### src/rtl/cfg_bank_writer.sv
//------------------------------------------------------------------------------
// Module      : cfg_bank_writer
// Description : Serial-to-parallel configuration bank writer. Shifts BL_W
//               serial bits into the bit-line register, then pulses the
//               current word-line for WL_PULSE cycles, holds one guard cycle,
//               and advances to the next row until all WL_W rows are written.
// Revision    : 1.0 - initial release
//------------------------------------------------------------------------------
`default_nettype none

module cfg_bank_writer #(
  parameter int BL_W     = 8,
  parameter int WL_W     = 8,
  parameter int WL_PULSE = 2
) (
  input  logic                      prog_clk,
  input  logic                      pReset,
  input  logic                      start,
  input  logic                      abort,
  input  logic                      din,
  input  logic                      din_valid,
  output logic                      din_ready,
  output logic [BL_W-1:0]           bl,
  output logic [WL_W-1:0]           wl,
  output logic [$clog2(WL_W)-1:0]   row,
  output logic                      busy,
  output logic                      done
);

  localparam int c_BC_W = (BL_W > 1) ? $clog2(BL_W) : 1;
  localparam int c_RW   = $clog2(WL_W);

  localparam logic [c_BC_W-1:0] c_BIT_LAST   = c_BC_W'(BL_W - 1);
  localparam logic [c_RW-1:0]   c_ROW_LAST   = c_RW'(WL_W - 1);
  localparam logic [3:0]        c_PULSE_LAST = 4'(WL_PULSE - 1);

  localparam logic [2:0] c_ST_IDLE  = 3'd0;
  localparam logic [2:0] c_ST_LOAD  = 3'd1;
  localparam logic [2:0] c_ST_WRITE = 3'd2;
  localparam logic [2:0] c_ST_HOLD  = 3'd3;
  localparam logic [2:0] c_ST_DONE  = 3'd4;

  logic [2:0]        r_state;
  logic [2:0]        w_next;
  logic [c_BC_W-1:0] r_bitcnt;
  logic [3:0]        r_pulse;

  logic [c_BC_W-1:0] w_bitcnt;
  logic [3:0]        w_pulse;
  logic [BL_W-1:0]   w_bl;
  logic [WL_W-1:0]   w_wl;
  logic [c_RW-1:0]   w_row;
  logic              w_ready;
  logic              w_busy;
  logic              w_done;

  // State register; reset returns to IDLE from any state.
  always_ff @(posedge prog_clk) begin
    if (pReset) begin
      r_state <= c_ST_IDLE;
    end else begin
      r_state <= w_next;
    end
  end

  // Next-state decode; abort beats start, start is only honoured when idle.
  always_comb begin
    w_next = r_state;
    case (r_state)
      c_ST_IDLE, c_ST_DONE: begin
        if (start) begin
          w_next = abort ? c_ST_IDLE : c_ST_LOAD;
        end
      end
      c_ST_LOAD: begin
        if (abort) begin
          w_next = c_ST_IDLE;
        end else if (din_valid && (r_bitcnt == c_BIT_LAST)) begin
          w_next = c_ST_WRITE;
        end
      end
      c_ST_WRITE: begin
        if (abort) begin
          w_next = c_ST_IDLE;
        end else if (r_pulse == c_PULSE_LAST) begin
          w_next = c_ST_HOLD;
        end
      end
      c_ST_HOLD: begin
        if (abort) begin
          w_next = c_ST_IDLE;
        end else if (row == c_ROW_LAST) begin
          w_next = c_ST_DONE;
        end else begin
          w_next = c_ST_LOAD;
        end
      end
      default: w_next = c_ST_IDLE;
    endcase
  end

  // Next values for counters and outputs; the word-line is decoded from the
  // next state so that wl can only be driven while WRITE is registered.
  always_comb begin
    w_bl     = bl;
    w_row    = row;
    w_bitcnt = r_bitcnt;
    w_pulse  = r_pulse;
    w_done   = done;
    case (r_state)
      c_ST_IDLE, c_ST_DONE: begin
        if (start) begin
          w_row    = '0;
          w_bitcnt = '0;
          w_pulse  = '0;
          w_bl     = '0;
          w_done   = 1'b0;
        end
      end
      c_ST_LOAD: begin
        if (abort) begin
          w_bitcnt = '0;
          w_pulse  = '0;
          w_bl     = '0;
        end else if (din_valid) begin
          w_bl[r_bitcnt] = din;
          w_pulse        = '0;
          if (r_bitcnt != c_BIT_LAST) begin
            w_bitcnt = r_bitcnt + 1'b1;
          end
        end
      end
      c_ST_WRITE: begin
        if (abort) begin
          w_bitcnt = '0;
          w_pulse  = '0;
          w_bl     = '0;
        end else if (r_pulse == c_PULSE_LAST) begin
          w_pulse = '0;
        end else begin
          w_pulse = r_pulse + 4'd1;
        end
      end
      c_ST_HOLD: begin
        w_bitcnt = '0;
        w_pulse  = '0;
        w_bl     = '0;
        if (!abort) begin
          if (row != c_ROW_LAST) begin
            w_row = row + 1'b1;
          end else begin
            w_done = 1'b1;
          end
        end
      end
      default: begin
        w_row    = '0;
        w_bitcnt = '0;
        w_pulse  = '0;
        w_bl     = '0;
        w_done   = 1'b0;
      end
    endcase

    w_wl = '0;
    if (w_next == c_ST_WRITE) begin
      w_wl[w_row] = 1'b1;
    end
    w_ready = (w_next == c_ST_LOAD);
    w_busy  = (w_next == c_ST_LOAD) || (w_next == c_ST_WRITE) ||
              (w_next == c_ST_HOLD);
  end

  // Output and counter registers; everything clears while reset is held.
  always_ff @(posedge prog_clk) begin
    if (pReset) begin
      r_bitcnt  <= '0;
      r_pulse   <= '0;
      bl        <= '0;
      wl        <= '0;
      row       <= '0;
      din_ready <= 1'b0;
      busy      <= 1'b0;
      done      <= 1'b0;
    end else begin
      r_bitcnt  <= w_bitcnt;
      r_pulse   <= w_pulse;
      bl        <= w_bl;
      wl        <= w_wl;
      row       <= w_row;
      din_ready <= w_ready;
      busy      <= w_busy;
      done      <= w_done;
    end
  end

endmodule

`default_nettype wire

### config.mk
export PLATFORM = sky130hd
export DESIGN_NAME = cfg_bank_writer
export DESIGN_NICKNAME = d
export VERILOG_FILES = /design/src/rtl/cfg_bank_writer.sv
export SDC_FILE = /design/constraint.sdc
export NUM_CORES = 1
export LEC_CHECK = 0
export CAP_MARGIN = 20
export CELL_PAD_IN_SITES_DETAIL_PLACEMENT = 1
export CELL_PAD_IN_SITES_GLOBAL_PLACEMENT = 2
export CORE_ASPECT_RATIO = 1.2
export CORE_MARGIN = 8
export CORE_UTILIZATION = 35
export DETAILED_ROUTE_END_ITERATION = 8
export PLACE_DENSITY_LB_ADDON = 0.1
export SLEW_MARGIN = 20
export SYNTH_ARGS = -nofsm -noshare
export SYNTH_HDL_FRONTEND = slang
export SYNTH_SLANG_ARGS = --single-unit
### constraint.sdc
create_clock -name prog_clk -period 3.4 [get_ports prog_clk]
set_clock_uncertainty 0.1 [all_clocks]
set_input_delay 0.34 -clock prog_clk [delete_from_list [all_inputs] [get_ports prog_clk]]
set_output_delay 0.34 -clock prog_clk [all_outputs]
set_load 0.05 [all_outputs]
# --- Yosys cells after proc, flatten, opt, wreduce, memory -nomap -nowiden ---
# Cells that the tools add are included.
classes:
  div_mod_pow: 0
  n_reduce_logical: 13
  addsub: 3
  multipliers: 0
  eq_ne: 18
  n_shift: 0
  muxes: 39
  n_bitwise: 2
  n_lt_le_gt_ge: 4
ops:
  columns: ["cell", "count"]
  rows:
  - ["$mux 3", 15]
  - ["$mux 8", 4]
  - ["$pmux 8 s3", 1]
  - ["$mux 4", 5]
  - ["$pmux 3 s3", 2]
  - ["$eq 3x2->1 const B", 4]
  - ["$ne 3x3->1 const B", 4]
  - ["$pmux 3 s4", 1]
  - ["$pmux 4 s3", 1]
  - ["$eq 3x3->1 const B", 3]
  - ["$bwmux 8", 1]
  - ["$lt 3x4->1 const B", 2]
  - ["$ne 2x2->1 const B", 4]
  - ["$reduce_and 4->1", 2]
  - ["$add 3x1->3 const B", 2]
  - ["$demux 1 s3", 2]
  - ["$eq 3x1->1 const B", 2]
  - ["$ge 3x1->1 const B", 2]
  - ["$mux 1", 6]
  - ["$reduce_or 2->1", 3]
  - ["$add 4x1->4 const B", 1]
  - ["$eq 4x1->1 const B", 1]
  - ["$logic_and 1x1->1", 3]
  - ["$logic_not 3->1", 1]
  - ["other kinds (5)", 7]
totals:
  ram_bits: 0
  word_cells: 88
  mem_bits_ro: 0
  latchBits: 0
  ff_bits: 32
  n_memories: 0

# --- Longest topological paths before layout ---
logic_depth:
  word_depth: 8
  mapped_depth: 6
  mapped_depth_nobuf: 6

# --- Worst setup path after synthesis ---
# OpenSTA, ideal clock, no wires.
synth_timing:
  path_kind: "reg2reg"
  startpoint: "register row[1]"
  endpoint: "register wl[6]"
  t_required_ns: 3.214
  setup_time_ns: 0.086
  t_arrival_ns: 1.920
  period_less_slack_ns: 2.106
  path_stages_with_launch: 6
  path_slack_ns: 1.294
  cell_sequence: "dfxtp_1 -> ha_1 -> and2_1 -> o311ai_2 -> or4_1 -> a211oi_1"
synth_via:
  elab_chain_len: 8
  word_cells_on_any_way: 18
  cone_classes: "add/sub (1); order compare (2); eq/ne (3); mux (9); bitwise (1); reduce/logical (2)"
synth_lines:
  columns: ["element", "line_no", "source"]
  rows:
  - ["start: declaration", "25", "output logic [$clog2(WL_W)-1:0] row,"]
  - ["start signal: assignment", "190", "row <= w_row;"]
  - ["$add 3x1->3 / $ne 3x3->1 (equally long branches)", "150, 149", null]
  - ["$mux 3", "149", "if (row != c_ROW_LAST) begin"]
  - ["$mux 3", "148", "if (!abort) begin"]
  - ["$pmux 3 s3", "110", "case (r_state)"]
  - ["$lt 3x4->1 (not written as such) / $ge 3x1->1 (equally long branches)", "167", "w_wl[w_row] = 1'b1;"]
  - ["$logic_and 1x1->1 (not written as such)", "167", null]
  - ["$mux 1 (not written as such)", "167", null]
  - ["$demux 1 s3", "167", null]
  - ["end signal: assignment", "189", "wl <= w_wl;"]
  - ["end: declaration", "24", "output logic [WL_W-1:0] wl,"]
# Parallel ways exist; a longest one is shown, timed or not.
# A chain may end at the register's enable or synchronous reset.

# --- Worst setup path in the final report ---
layout_timing:
  startpoint: "register r_bitcnt[1]"
  endpoint: "register wl[7]"
layout_via:
  elab_chain_len: 8
layout_lines:
  columns: ["element", "line_no", "source"]
  rows:
  - ["start: declaration", "45", "logic [c_BC_W-1:0] r_bitcnt;"]
  - ["start signal: assignment", "186", "r_bitcnt <= w_bitcnt;"]
  - ["$eq 3x3->1", "78", "end else if (din_valid && (r_bitcnt == c_BIT_LAST)) begin"]
  - ["$logic_and 1x1->1", "78", null]
  - ["$mux 3", "78", null]
  - ["$mux 3", "76", "if (abort) begin"]
  - ["$pmux 3 s4", "69", "case (r_state)"]
  - ["$eq 3x2->1", "166", "if (w_next == c_ST_WRITE) begin"]
  - ["$not 1->1 (no source line)", null, null]
  - ["$reduce_or 2->1 (no source line)", null, null]
# Every way passes these cells.

==> results by group <==
Logic synthesis
  • Synthesized netlist net count: 186
  • Most frequently used flop master after synthesis: sky130_fd_sc_hd__dfxtp_1
  • Count of flip-flops with a built-in enable after synthesis: 0
  • Average cell area after synthesis: 9.54 um^2
  • Gate count after technology mapping: 175
  • FFs w/ async S/R, synth: 0%
  • Post-synthesis sequential element count: 32
  • Count of unique library cells instantiated by Yosys: 56
  • Share of the yosys chip area belonging to registers: 38.4%
  • Yosys warns: 0
  • Post-synthesis instance area: 1670 um^2

Die
  • Total die area: 7240 um^2
  • Initial core utilization: 36.3%
  • Core Box Area: 4590 um^2
  • Vert. Die Dim: 91.7 um
  • Ports placed on the boundary: 28
  • Die width: 79.0 um
  • Standard-cell row count: 27

Pwr
  • Comb power frac: 8.1%
  • Worst voltage drop across the vdd grid: 0.000204 V
  • Leak: 0.000717 uW
  • Switching component of the power: 188 uW
  • Power share of the sequential group: 50.9%
  • Int Power: 563 uW
  • Switching power as a share of total power: 25.1%
  • Total power of the final layout: 751 uW
  • Areal power density over the cells: 363 nW/um^2
  • Clock power share: 41.0%

Worst setup path
  • Critical Path AT: 2.29 ns
  • R2r startpoint: r_bitcnt[1]
  • Startpoint types: flip-flop
  • Crit path kind: flip-flop to flip-flop
  • CP Max Fanout: 8
  • Launching element of the worst setup path: r_bitcnt[1]
  • Worst path required time: 3.48 ns
  • Critical path endpoint category: flip-flop

Clocking
  • CTS tree: built
  • Clock latency reported for the late side of the worst-skew pair: 0.28 ns
  • Post-cts repair resize count: 0
  • Buffers from clock root to sink, at most: 2
  • Clock slew at the register clock pins of the worst setup and hold paths: 0.07 ns
  • Clock Tree Root: sky130_fd_sc_hd__clkbuf_8
  • Clock H-tree levels: 2
  • Post-CTS setup buffer count: 0
  • Hold-fix buffer count after cts: 0
  • Clock tree sinks: 32
  • Inserted Clock Buffers: 5

Timing
  • Worst slew pin tran: 0.819 ns
  • Setup repair after global routing missed its margin: no
  • Max_slew headroom: 45.2%
  • Count of final hold-check violations: 0
  • Period minus WS final: 2.21 ns
  • Total of endpoints with negative setup slack in the final report: 0
  • Final Slew Violations: 0
  • Peak Freq: 0.452 GHz
  • Share of the clock period used by the worst path after layout: 65.1%
  • Total negative slack for setup checks: 0 ns

Route
  • Count of vias placed by the detailed router: 1464
  • Initial drt markers: 48
  • Routed via count divided by cell count: 5.59
  • Length of the first detailed-routing pass in iterations: 3
  • Detailed-route wire length per cell: 18.2 um
  • Aggregate routed wire length: 4.77 mm
  • Antenna viol nets, final: 0
  • Detailed-route DRC error count: 0

Layout
  • Filler cell count in the final layout: 541
  • Ratio of cells with drive above 1 in the final layout: 14.7%
  • Area occupied by registers: 641 um^2
  • Layout net count: 214
  • Area of combinational cells with multiple inputs: 943 um^2
  • Growth of design area from synthesis to finish: 23.9%
  • Number of diodes: 0

Placement
  • Routability cong.: 0.830
  • DPL Wire Length: 3.69 mm
  • Count of buffers inserted at the top-level ports: 27

Job
  • Maximum Capacitance Violations: 0

Run status
  • Status: complete, no violations

Global route
  • Remaining Overflow, GRT: 0
  • Global router's overall resource usage: 13.5%
  • Vias in the first global route: 1540
  • Pin count of the biggest net entering global routing: 19
  • Initial antenna violation count: 0
  • Global-route wire length before repair: 7.82 mm

Min path
  • Worst hold path class: flip-flop to flip-flop
  • Hold Path Origin: bl[6]
## registers in the layout, indices dropped and copies added, names as in the netlist
signal     count
bl             8
wl             8
r_pulse        4
r_bitcnt       3
r_state        3
row            3
busy           1
din_ready      1
done           1
## metal layers
layer	track usage [%]	vias up	part of all wire, %
met3	4.20	6	4.4
li1	-	720	-
met1	14.7	718	41
met2	24.0	20	53
met5	0	-	0
met4	4.64	0	1.4
## final timing paths
kind / endpoint / slack, ns / depth (start not counted)
setup / recovery: wl[7] / 1.19 / 6
hold / removal: bl[6] / 0.39 / 2
setup reg to reg: wl[7] / 1.19 / 6
hold reg to reg: bl[6] / 0.39 / 2
## critical path: stages (launching register included)
cell and delay (ns):
sky130_fd_sc_hd__dfxtp_1 0.46, sky130_fd_sc_hd__ha_1 0.20, sky130_fd_sc_hd__ha_1 0.29, sky130_fd_sc_hd__nand4b_4 0.15
sky130_fd_sc_hd__a211oi_4 0.34, sky130_fd_sc_hd__nand4_4 0.21, sky130_fd_sc_hd__a2111oi_2 0.34
## layout by cell type (no fill, tap or decap), types with 3 or more instances in the layout
cell,instances
sky130_fd_sc_hd__a211oi_1,6
sky130_fd_sc_hd__dfxtp_1,32
sky130_fd_sc_hd__or3_1,3
sky130_fd_sc_hd__inv_1,9
sky130_fd_sc_hd__ha_1,5
sky130_fd_sc_hd__o21ai_0,10
sky130_fd_sc_hd__and3_1,3
sky130_fd_sc_hd__nor3_1,3
sky130_fd_sc_hd__clkbuf_8,6
sky130_fd_sc_hd__o21a_1,5
sky130_fd_sc_hd__o311ai_0,5
sky130_fd_sc_hd__nand2_1,9
sky130_fd_sc_hd__nor4_1,4
sky130_fd_sc_hd__nand2b_1,4
sky130_fd_sc_hd__a21oi_1,9
sky130_fd_sc_hd__o32ai_1,3
sky130_fd_sc_hd__clkdlybuf4s50_1,27
sky130_fd_sc_hd__nand3_1,4
sky130_fd_sc_hd__nor2_1,11
## power by group through the flow
stage / Combinational (uW) / Sequential (uW) / Clock, uW
floorplan: 36.6 / 394 / 0
global placement: 59.6 / 390 / 0
detailed placement: 61.3 / 391 / 0
CTS: 61.5 / 382 / 315
global route: 65.9 / 382 / 333
finish: 61.1 / 382 / 308
## synthesized netlist by cell type, types with 3 or more instances
cell type / number / area, um^2
sky130_fd_sc_hd__a211oi_1: 6 / 45.0
sky130_fd_sc_hd__o21ai_0: 10 / 50.1
sky130_fd_sc_hd__nand2b_1: 4 / 25.0
sky130_fd_sc_hd__nand2_1: 9 / 33.8
sky130_fd_sc_hd__inv_1: 9 / 33.8
sky130_fd_sc_hd__nand3_1: 4 / 20.0
sky130_fd_sc_hd__o311ai_0: 5 / 43.8
sky130_fd_sc_hd__nor2_1: 11 / 41.3
sky130_fd_sc_hd__ha_1: 5 / 62.6
sky130_fd_sc_hd__a21oi_1: 9 / 45.0
sky130_fd_sc_hd__o21a_1: 5 / 37.5
sky130_fd_sc_hd__nor4_1: 4 / 25.0
sky130_fd_sc_hd__and3_1: 3 / 18.8
sky130_fd_sc_hd__or3_1: 3 / 18.8
sky130_fd_sc_hd__o32ai_1: 3 / 26.3
sky130_fd_sc_hd__nor3_1: 3 / 15.0
sky130_fd_sc_hd__dfxtp_1: 32 / 641
## through the flow
stage / util (%) / hold WS (ns) / instances / setup slack [ns] / area, um^2
finish: 45.0 / 0.392 / 262 / 1.19 / 2070
global placement: 43.0 / 0.373 / 254 / 1.01 / 1980
CTS: 45.0 / 0.398 / 262 / 1.16 / 2070
detailed placement: 43.0 / 0.388 / 254 / 0.896 / 1980
global route: 45.0 / 0.420 / 262 / 1.01 / 2070
floorplan: - / 0.358 / 175 / 1.29 / 1670
## cell type report
class / instances / share of cell area, %
multi-input cells: 126 / 45.6
inverters: 9 / 1.63
clock inverters: 2 / 0.484
repair buffers: 29 / 13.8
flip-flops and latches: 32 / 31.0
clock buffers: 6 / 3.99
well taps: 58 / 3.51
## cell families (layout without fill, tap and decap cells)
| kind of cell | after synthesis | count (layout) | share of synthesized area, % |
|---|---|---|---|
| multiplexers | 2 | 2 | 1.35 |
| AND/OR/NAND/NOR | 62 | 62 | 25.1 |
| buffers and inverters | 17 | 46 | 5.10 |
| flip-flops | 32 | 32 | 38.4 |
| AO/OA/AOI/OAI | 57 | 57 | 26.3 |
| adder cells (fa/ha/maj) | 5 | 5 | 3.75 |
(Power assumes the default switching activity.)
